<file path="config.mk">
export PLATFORM = sky130hd
export DESIGN_NAME = axi_read_arbiter
export DESIGN_NICKNAME = d
export VERILOG_FILES = /design/src/rtl/axi_read_arbiter.sv
export SDC_FILE = /design/constraint.sdc
export NUM_CORES = 1
export LEC_CHECK = 0
export CAP_MARGIN = 20
export CORE_UTILIZATION = 54
export DETAILED_ROUTE_END_ITERATION = 12
export PLACE_DENSITY = 0.8
export SETUP_SLACK_MARGIN = 0.5
export SKIP_LAST_GASP = 1
export SLEW_MARGIN = 20
export SYNTH_ARGS = -nofsm -noshare
export SYNTH_HDL_FRONTEND = slang
export SYNTH_SLANG_ARGS = --single-unit
export TNS_END_PERCENT = 30
</file>
<file path="constraint.sdc">
create_clock -name ACLK -period 3.5 [get_ports ACLK]
set_input_delay 0.35 -clock ACLK [delete_from_list [all_inputs] [get_ports ACLK]]
set_output_delay 0.35 -clock ACLK [all_outputs]
set_load 0.05 [all_outputs]
</file>
<file path="src/rtl/axi_read_arbiter.sv">
// AR-channel read arbiter for three masters: registered one-hot grant held from AR issue to RLAST.
// Define AXI_RD_ARB_RR_EN for round-robin; otherwise fixed priority m0 > m1 > m2.
`ifndef LEN_BITS
`define LEN_BITS 8
`endif

module axi_read_arbiter #(
    parameter int unsigned LEN_BITS = `LEN_BITS
) (
    input  logic                ACLK,
    input  logic                ARESETn,
    input  logic                m0_ARVALID,
    input  logic                m1_ARVALID,
    input  logic                m2_ARVALID,
    input  logic                arvalid,
    input  logic                arready,
    input  logic [LEN_BITS-1:0] arlen,
    input  logic                rvalid,
    input  logic                rready,
    input  logic                rlast,
    output logic                m0_rgrnt,
    output logic                m1_rgrnt,
    output logic                m2_rgrnt,
    output logic                rd_busy,
    output logic                rd_len_err
);

    localparam int unsigned NUM_M = 3;

    typedef enum logic [1:0] {StIdle, StAddr, StData} state_e;

    state_e               state_q, state_d;
    logic [NUM_M-1:0]     grant_q, grant_d;
    logic [LEN_BITS-1:0]  len_q, len_d;
    logic [LEN_BITS:0]    beat_cnt_q, beat_cnt_d;
    logic                 ovr_q, ovr_d;
    logic                 err_q, err_d;
    logic [NUM_M-1:0]     req;
    logic [1:0]           win_idx;
    logic                 win_vld;
    logic [LEN_BITS:0]    len_ext;

`ifdef AXI_RD_ARB_RR_EN
    logic [1:0]           idx_q, idx_d;
    logic [1:0]           ptr_q, ptr_d;
`endif

    assign req     = {m2_ARVALID, m1_ARVALID, m0_ARVALID};
    assign len_ext = {1'b0, len_q};

    // Winner search: start at the pointer, wrap m0 -> m1 -> m2
    always_comb begin
        win_vld = |req;
`ifdef AXI_RD_ARB_RR_EN
        case (ptr_q)
            2'd1:    win_idx = req[1] ? 2'd1 : (req[2] ? 2'd2 : 2'd0);
            2'd2:    win_idx = req[2] ? 2'd2 : (req[0] ? 2'd0 : 2'd1);
            default: win_idx = req[0] ? 2'd0 : (req[1] ? 2'd1 : 2'd2);
        endcase
`else
        win_idx = req[0] ? 2'd0 : (req[1] ? 2'd1 : 2'd2);
`endif
    end

    always_ff @(posedge ACLK or negedge ARESETn) begin
        if (!ARESETn) begin
            state_q    <= StIdle;
            grant_q    <= '0;
            len_q      <= '0;
            beat_cnt_q <= '0;
            ovr_q      <= 1'b0;
            err_q      <= 1'b0;
`ifdef AXI_RD_ARB_RR_EN
            idx_q      <= 2'd0;
            ptr_q      <= 2'd0;
`endif
        end else begin
            state_q    <= state_d;
            grant_q    <= grant_d;
            len_q      <= len_d;
            beat_cnt_q <= beat_cnt_d;
            ovr_q      <= ovr_d;
            err_q      <= err_d;
`ifdef AXI_RD_ARB_RR_EN
            idx_q      <= idx_d;
            ptr_q      <= ptr_d;
`endif
        end
    end

    always_comb begin
        state_d    = state_q;
        grant_d    = grant_q;
        len_d      = len_q;
        beat_cnt_d = beat_cnt_q;
        ovr_d      = ovr_q;
        err_d      = 1'b0;
`ifdef AXI_RD_ARB_RR_EN
        idx_d      = idx_q;
        ptr_d      = ptr_q;
`endif
        unique case (state_q)
            StIdle: begin
                if (win_vld) begin
                    state_d = StAddr;
                    grant_d = 3'b001 << win_idx;
`ifdef AXI_RD_ARB_RR_EN
                    idx_d   = win_idx;
`endif
                end
            end
            StAddr: begin
                if (arvalid && arready) begin
                    state_d    = StData;
                    len_d      = arlen;
                    beat_cnt_d = '0;
                    ovr_d      = 1'b0;
                end
            end
            StData: begin
                if (rvalid && rready) begin
                    beat_cnt_d = beat_cnt_q + 1'b1;
                    if (rlast) begin
                        state_d = StIdle;
                        grant_d = '0;
                        err_d   = (beat_cnt_q != len_ext);
`ifdef AXI_RD_ARB_RR_EN
                        ptr_d   = (idx_q == 2'd2) ? 2'd0 : idx_q + 2'd1;
`endif
                    end else if ((beat_cnt_q == len_ext) && !ovr_q) begin
                        // Expected last beat arrived without RLAST; flag once per burst
                        err_d = 1'b1;
                        ovr_d = 1'b1;
                    end
                end
            end
            default: begin
                state_d = StIdle;
                grant_d = '0;
            end
        endcase
    end

    always_comb begin
        m0_rgrnt   = grant_q[0];
        m1_rgrnt   = grant_q[1];
        m2_rgrnt   = grant_q[2];
        rd_busy    = (state_q != StIdle);
        rd_len_err = err_q;
    end

endmodule

</file>
**Yosys cells after proc, flatten, opt, wreduce, memory -nomap -nowiden**

Cells that the tools add are included.

- Logic and storage cells: 55
- Output and inout port bits: 5
- Input port bits: 18
- Register bits: 24

- Reduce and logical (&&, ||, !) cells: 13
- Bitwise gates (word level): 1
- Add/sub/neg operators: 1
- Multiplexer cells: 23
- Equality and inequality tests: 10
- Shift-type cells: 1

Operators by type and width:

| cell | count |
|---|---|
| 9-bit 2-to-1 mux | 2 |
| 9-bit one-hot mux with 2 select lines | 1 |
| 2-bit 2-to-1 mux | 6 |
| 2-bit inequality test (second input constant) | 6 |
| 9-bit by 1-bit adder with 9-bit output (second input constant) | 1 |
| 9-bit by 8-bit equality test with 1-bit output | 1 |
| 3-bit 2-to-1 mux | 3 |
| 9-bit by 8-bit inequality test with 1-bit output | 1 |
| 3-bit one-hot mux with 3 select lines | 1 |
| 1-bit 2-to-1 mux | 8 |
| 4-bit AND reduction | 2 |
| 2-bit one-hot mux with 3 select lines | 1 |
| 5-bit AND reduction | 1 |
| 2-bit nonzero test | 2 |
| 1-bit logical AND | 3 |
| 3-bit AND reduction | 1 |
| 3-bit OR reduction | 1 |
| 1-bit by 2-bit << shifter with 3-bit output (first input constant) | 1 |
| 2-bit by 1-bit equality test with 1-bit output (second input constant) | 1 |
| 2-bit equality test (second input constant) | 1 |
| 2-bit zero test | 1 |
| 1-bit one-hot mux with 2 select lines | 1 |
| 2-bit AND reduction | 1 |
| 1-bit zero test | 1 |
| 1-bit inverter | 1 |

**Logic depth before layout (Yosys ltp)**

- Word-level depth: 6
- Mapped depth: 6
- Depth with buffers taken out: 5

**Least setup slack after synthesis**

Ideal clock, no wire load.

- Path type: register to register
- From: reg state_q[0]
- To: reg len_q[6]
- Clock period less this slack: 1.456 ns
- Required time: 3.375 ns
- Library setup time: 0.125 ns
- Buffers on the path: 2
- Stages on the path, launching flop included: 6
- Data arrival time: 1.331 ns
- Setup slack: 2.044 ns
- Cell sequence: dfrtp_1 -> buf_2 -> nand3_1 -> nor2_4 -> buf_4 -> mux2_2

- Cells in the longest elaborated chain, start to end: 2

Ends and longest elaborated chain:

| element | line | RTL |
|---|---|---|
| start: declaration | 32 | `state_e state_q, state_d;` |
| start signal: assignment | 67 | `state_q <= StIdle;` |
| start signal: assignment | 78 | `state_q <= state_d;` |
| 2-bit by 1-bit equality test with 1-bit output | 102 | `unique case (state_q)` |
| 2-bit AND reduction (no line) | - |  |
| end signal: assignment | 80 | `len_q <= len_d;` |
| end: declaration | 34 | `logic [LEN_BITS-1:0] len_q, len_d;` |

Every way passes these cells.
A chain may end at the register's enable or synchronous reset.

**Worst setup path in the final report**

- From: reg state_q[1]
- To: out rd_busy

- Cells in the longest elaborated chain, start to end: 1

Ends and longest elaborated chain:

| element | line | RTL |
|---|---|---|
| 2-bit nonzero test | 148 | `rd_busy = (state_q != StIdle);` |
| end: declaration | 24 | `output logic rd_busy,` |

Every way passes these cells.

==> impl_metrics.env <==
export IMPL_finalCritPeriodShare=0.661
export IMPL_synth_nets=129
export IMPL_drc=0
export IMPL_die_y_um=49.4
export IMPL_grt_pass1_wl_um=4080
export IMPL_core_rowCount=16
export IMPL_r2r_setup_slack_ps=1780
export IMPL_status="complete, but fails checks"
export IMPL_ys_seq_area_frac=0.495
export IMPL_h_tree_depth=1
export IMPL_critPathLaunchType="flip-flop"
export IMPL_final_common_cell="dfrtp_1"
export IMPL_finalSetupViolCount=0
export IMPL_clock_root_buffer="clkbuf_4"
export IMPL_dp_hpwl_um=1790
export IMPL_synthArstFlopShare=1.00
export IMPL_die_x_um=49.4
export IMPL_power_density_nw_per_um2=570
export IMPL_start_util=0.594
export IMPL_endpoint_kind="primary output"
export IMPL_synth_seq_cells=24
export IMPL_clk_latency_ps=320
export IMPL_drtIter0Drc=15
export IMPL_ioPinCount=23
export IMPL_max_slew_margin=0.660
export IMPL_violations="negative hold slack"
export IMPL_clock_sinks=24
export IMPL_final_antenna_net_count=0
export IMPL_grt_overflow_total=0
export IMPL_port_buffers=22
export IMPL_fmax_ghz=0.432
export IMPL_tightest_slew_ps=509
export IMPL_clockBufferDepth=2
export IMPL_hold_ws_ps=-21.1
export IMPL_cts_made_buffers=3
export IMPL_critical_path_required_ps=3150
export IMPL_core_area_um2=2040
export IMPL_synth_cell_types=34
export IMPL_post_cts_setup_buffers=0
export IMPL_synthToLayoutAreaGrowth_pct=23.0
export IMPL_tns_ps=0
export IMPL_cp_num_buf_inv=1
export IMPL_critPathKind="reg -> out"
export IMPL_rsz0062_at_grt="false"
export IMPL_slowest_delay_ps=790
export IMPL_dr_pass1_iters=4
export IMPL_gp_congestion=0.836
export IMPL_yosysWarningCount=0
export IMPL_timing_final_crit_period_ps=2310
export IMPL_antenna_found_initial=0
export IMPL_cts_tree="built"
export IMPL_cap_violations=0
export IMPL_grt_pass1_vias=915
export IMPL_grt_max_degree=25
export IMPL_path_clk_slew_ps=130
export IMPL_drive_above_1_share=0.159
export IMPL_report_final_slew_viol_count=0
export IMPL_cts_resized=0
export IMPL_placed_area_um2=1440
export IMPL_via_per_inst=5.68
export IMPL_crit_family="buffers and inverters"
export IMPL_hold_path_class="in -> async"
export IMPL_grtUsageTotal=0.225
export IMPL_arrival_ps=1960
export IMPL_ir_drop_v=0.000388
export IMPL_fin_nets=152
export IMPL_synth_edf_count=0
export IMPL_hold_violations=24
export IMPL_crit_slowest_cell="clkdlybuf4s50_1"
export IMPL_die_area_um2=2440
export IMPL_ys_flop_type="dfrtp_1"
export IMPL_fin_worst_skew_ps=7.84
export IMPL_path_cells="or2_2 -> clkdlybuf4s50_1"
export IMPL_cp_max_fo=12
export IMPL_vias=903
export IMPL_final_cell_mix="dfrtp_1 (24), clkdlybuf4s50_1 (21), xnor2_1 (10)"
export IMPL_syn_area_um2=1210
export IMPL_syn_inst=110
export IMPL_syn_avg_cell_area_um2=11.0
export IMPL_power_leakage_nw=0.620
export IMPL_totalWireLength_um=2370
export IMPL_final_cell_area_um2=1490
export IMPL_cts_hold_buffers=0
export IMPL_wl_per_cell_um=14.9
export IMPL_fillCellCount=160
export IMPL_diodes=0
==> cell usage after synthesis (2+ instances only) <==
cell type	n	area, µm²
or3_1	2	12.5
xor2_1	3	26.3
buf_2	3	15.0
dfrtp_1	24	601
mux2_2	8	90.1
nand2_1	7	26.3
xnor2_1	10	87.6
nand4_1	3	18.8
nor2_1	8	30.0
inv_1	2	7.51
o21ai_0	8	40.0
or2_2	2	12.5
nor3_1	4	20.0
nand3_1	5	25.0
mux2i_1	2	20.0
==> cell type report <==
type                            instances  area [µm²]  share of cell area
Clock inverter                          1        30.0              0.0201
Multi-Input combinational cell         80         582               0.390
Inverter                                2        7.51             0.00503
Tap cell                               27        33.8              0.0227
Clock buffer                            3        22.5              0.0151
Sequential cell                        24         601               0.403
Timing Repair Buffer                   22         215               0.144
==> cells by family (layout without fill, tap and decap cells) <==
logic type | count (synthesis) | after routing | share of synthesized area
XOR/XNOR | 14 | 14 | 0.107
AO/OA/AOI/OAI | 16 | 16 | 0.0836
multiplexers | 10 | 10 | 0.0908
buffers and inverters | 6 | 28 | 0.0248
flip-flops | 24 | 24 | 0.495
AND/OR/NAND/NOR | 39 | 39 | 0.188
adder cells (fa/ha/maj) | 1 | 1 | 0.0103
==> registers in the layout (all words and copies together) (netlist names) <==
| register | cells |
|---|---|
| beat_cnt_q | 9 |
| len_q | 8 |
| grant_q | 3 |
| state_q | 2 |
| ovr_q | 1 |
| rd_len_err | 1 |
==> worst paths after layout <==
check | from | to | cells after the start
min in group ACLK | ovr_q | rd_len_err | 2
hold / removal | ARESETn | beat_cnt_q[1] | 1
max in group asynchronous | ARESETn | beat_cnt_q[0] | 1
hold reg to reg | ovr_q | rd_len_err | 2
setup / recovery | state_q[1] | rd_busy | 2
setup reg to reg | state_q[0] | len_q[7] | 3
==> power breakdown <==
part / internal [W] / switching (W)
Sequential: 0.000337 / 0.0000669
Combinational: 0.000128 / 0.000121
Clock: 0.000116 / 0.0000805
Total: 0.000581 / 0.000269
==> stage by stage <==
stage / util / hold slack [ps] / setup slack, ps / power (W) / instances
floorplan: - / 54.4 / 2040 / 0.000570 / 110
global placement: 0.707 / 514 / 1610 / 0.000645 / 155
detailed placement: 0.707 / 524 / 1580 / 0.000660 / 155
CTS: 0.733 / 548 / 1190 / 0.000858 / 159
global route: 0.730 / 17.1 / 1140 / 0.000890 / 159
finish: 0.730 / -21.1 / 1190 / 0.000849 / 159
==> layer usage <==
layer / up-vias / global-route usage / routed length (µm)
met5: - / 0 / 0
li1: 431 / - / -
met2: 27 / 0.372 / 1210
met4: 0 / 0.0810 / 42
met3: 7 / 0.0748 / 126
met1: 438 / 0.272 / 999
No activity file was read; power rests on OpenSTA's default activity.
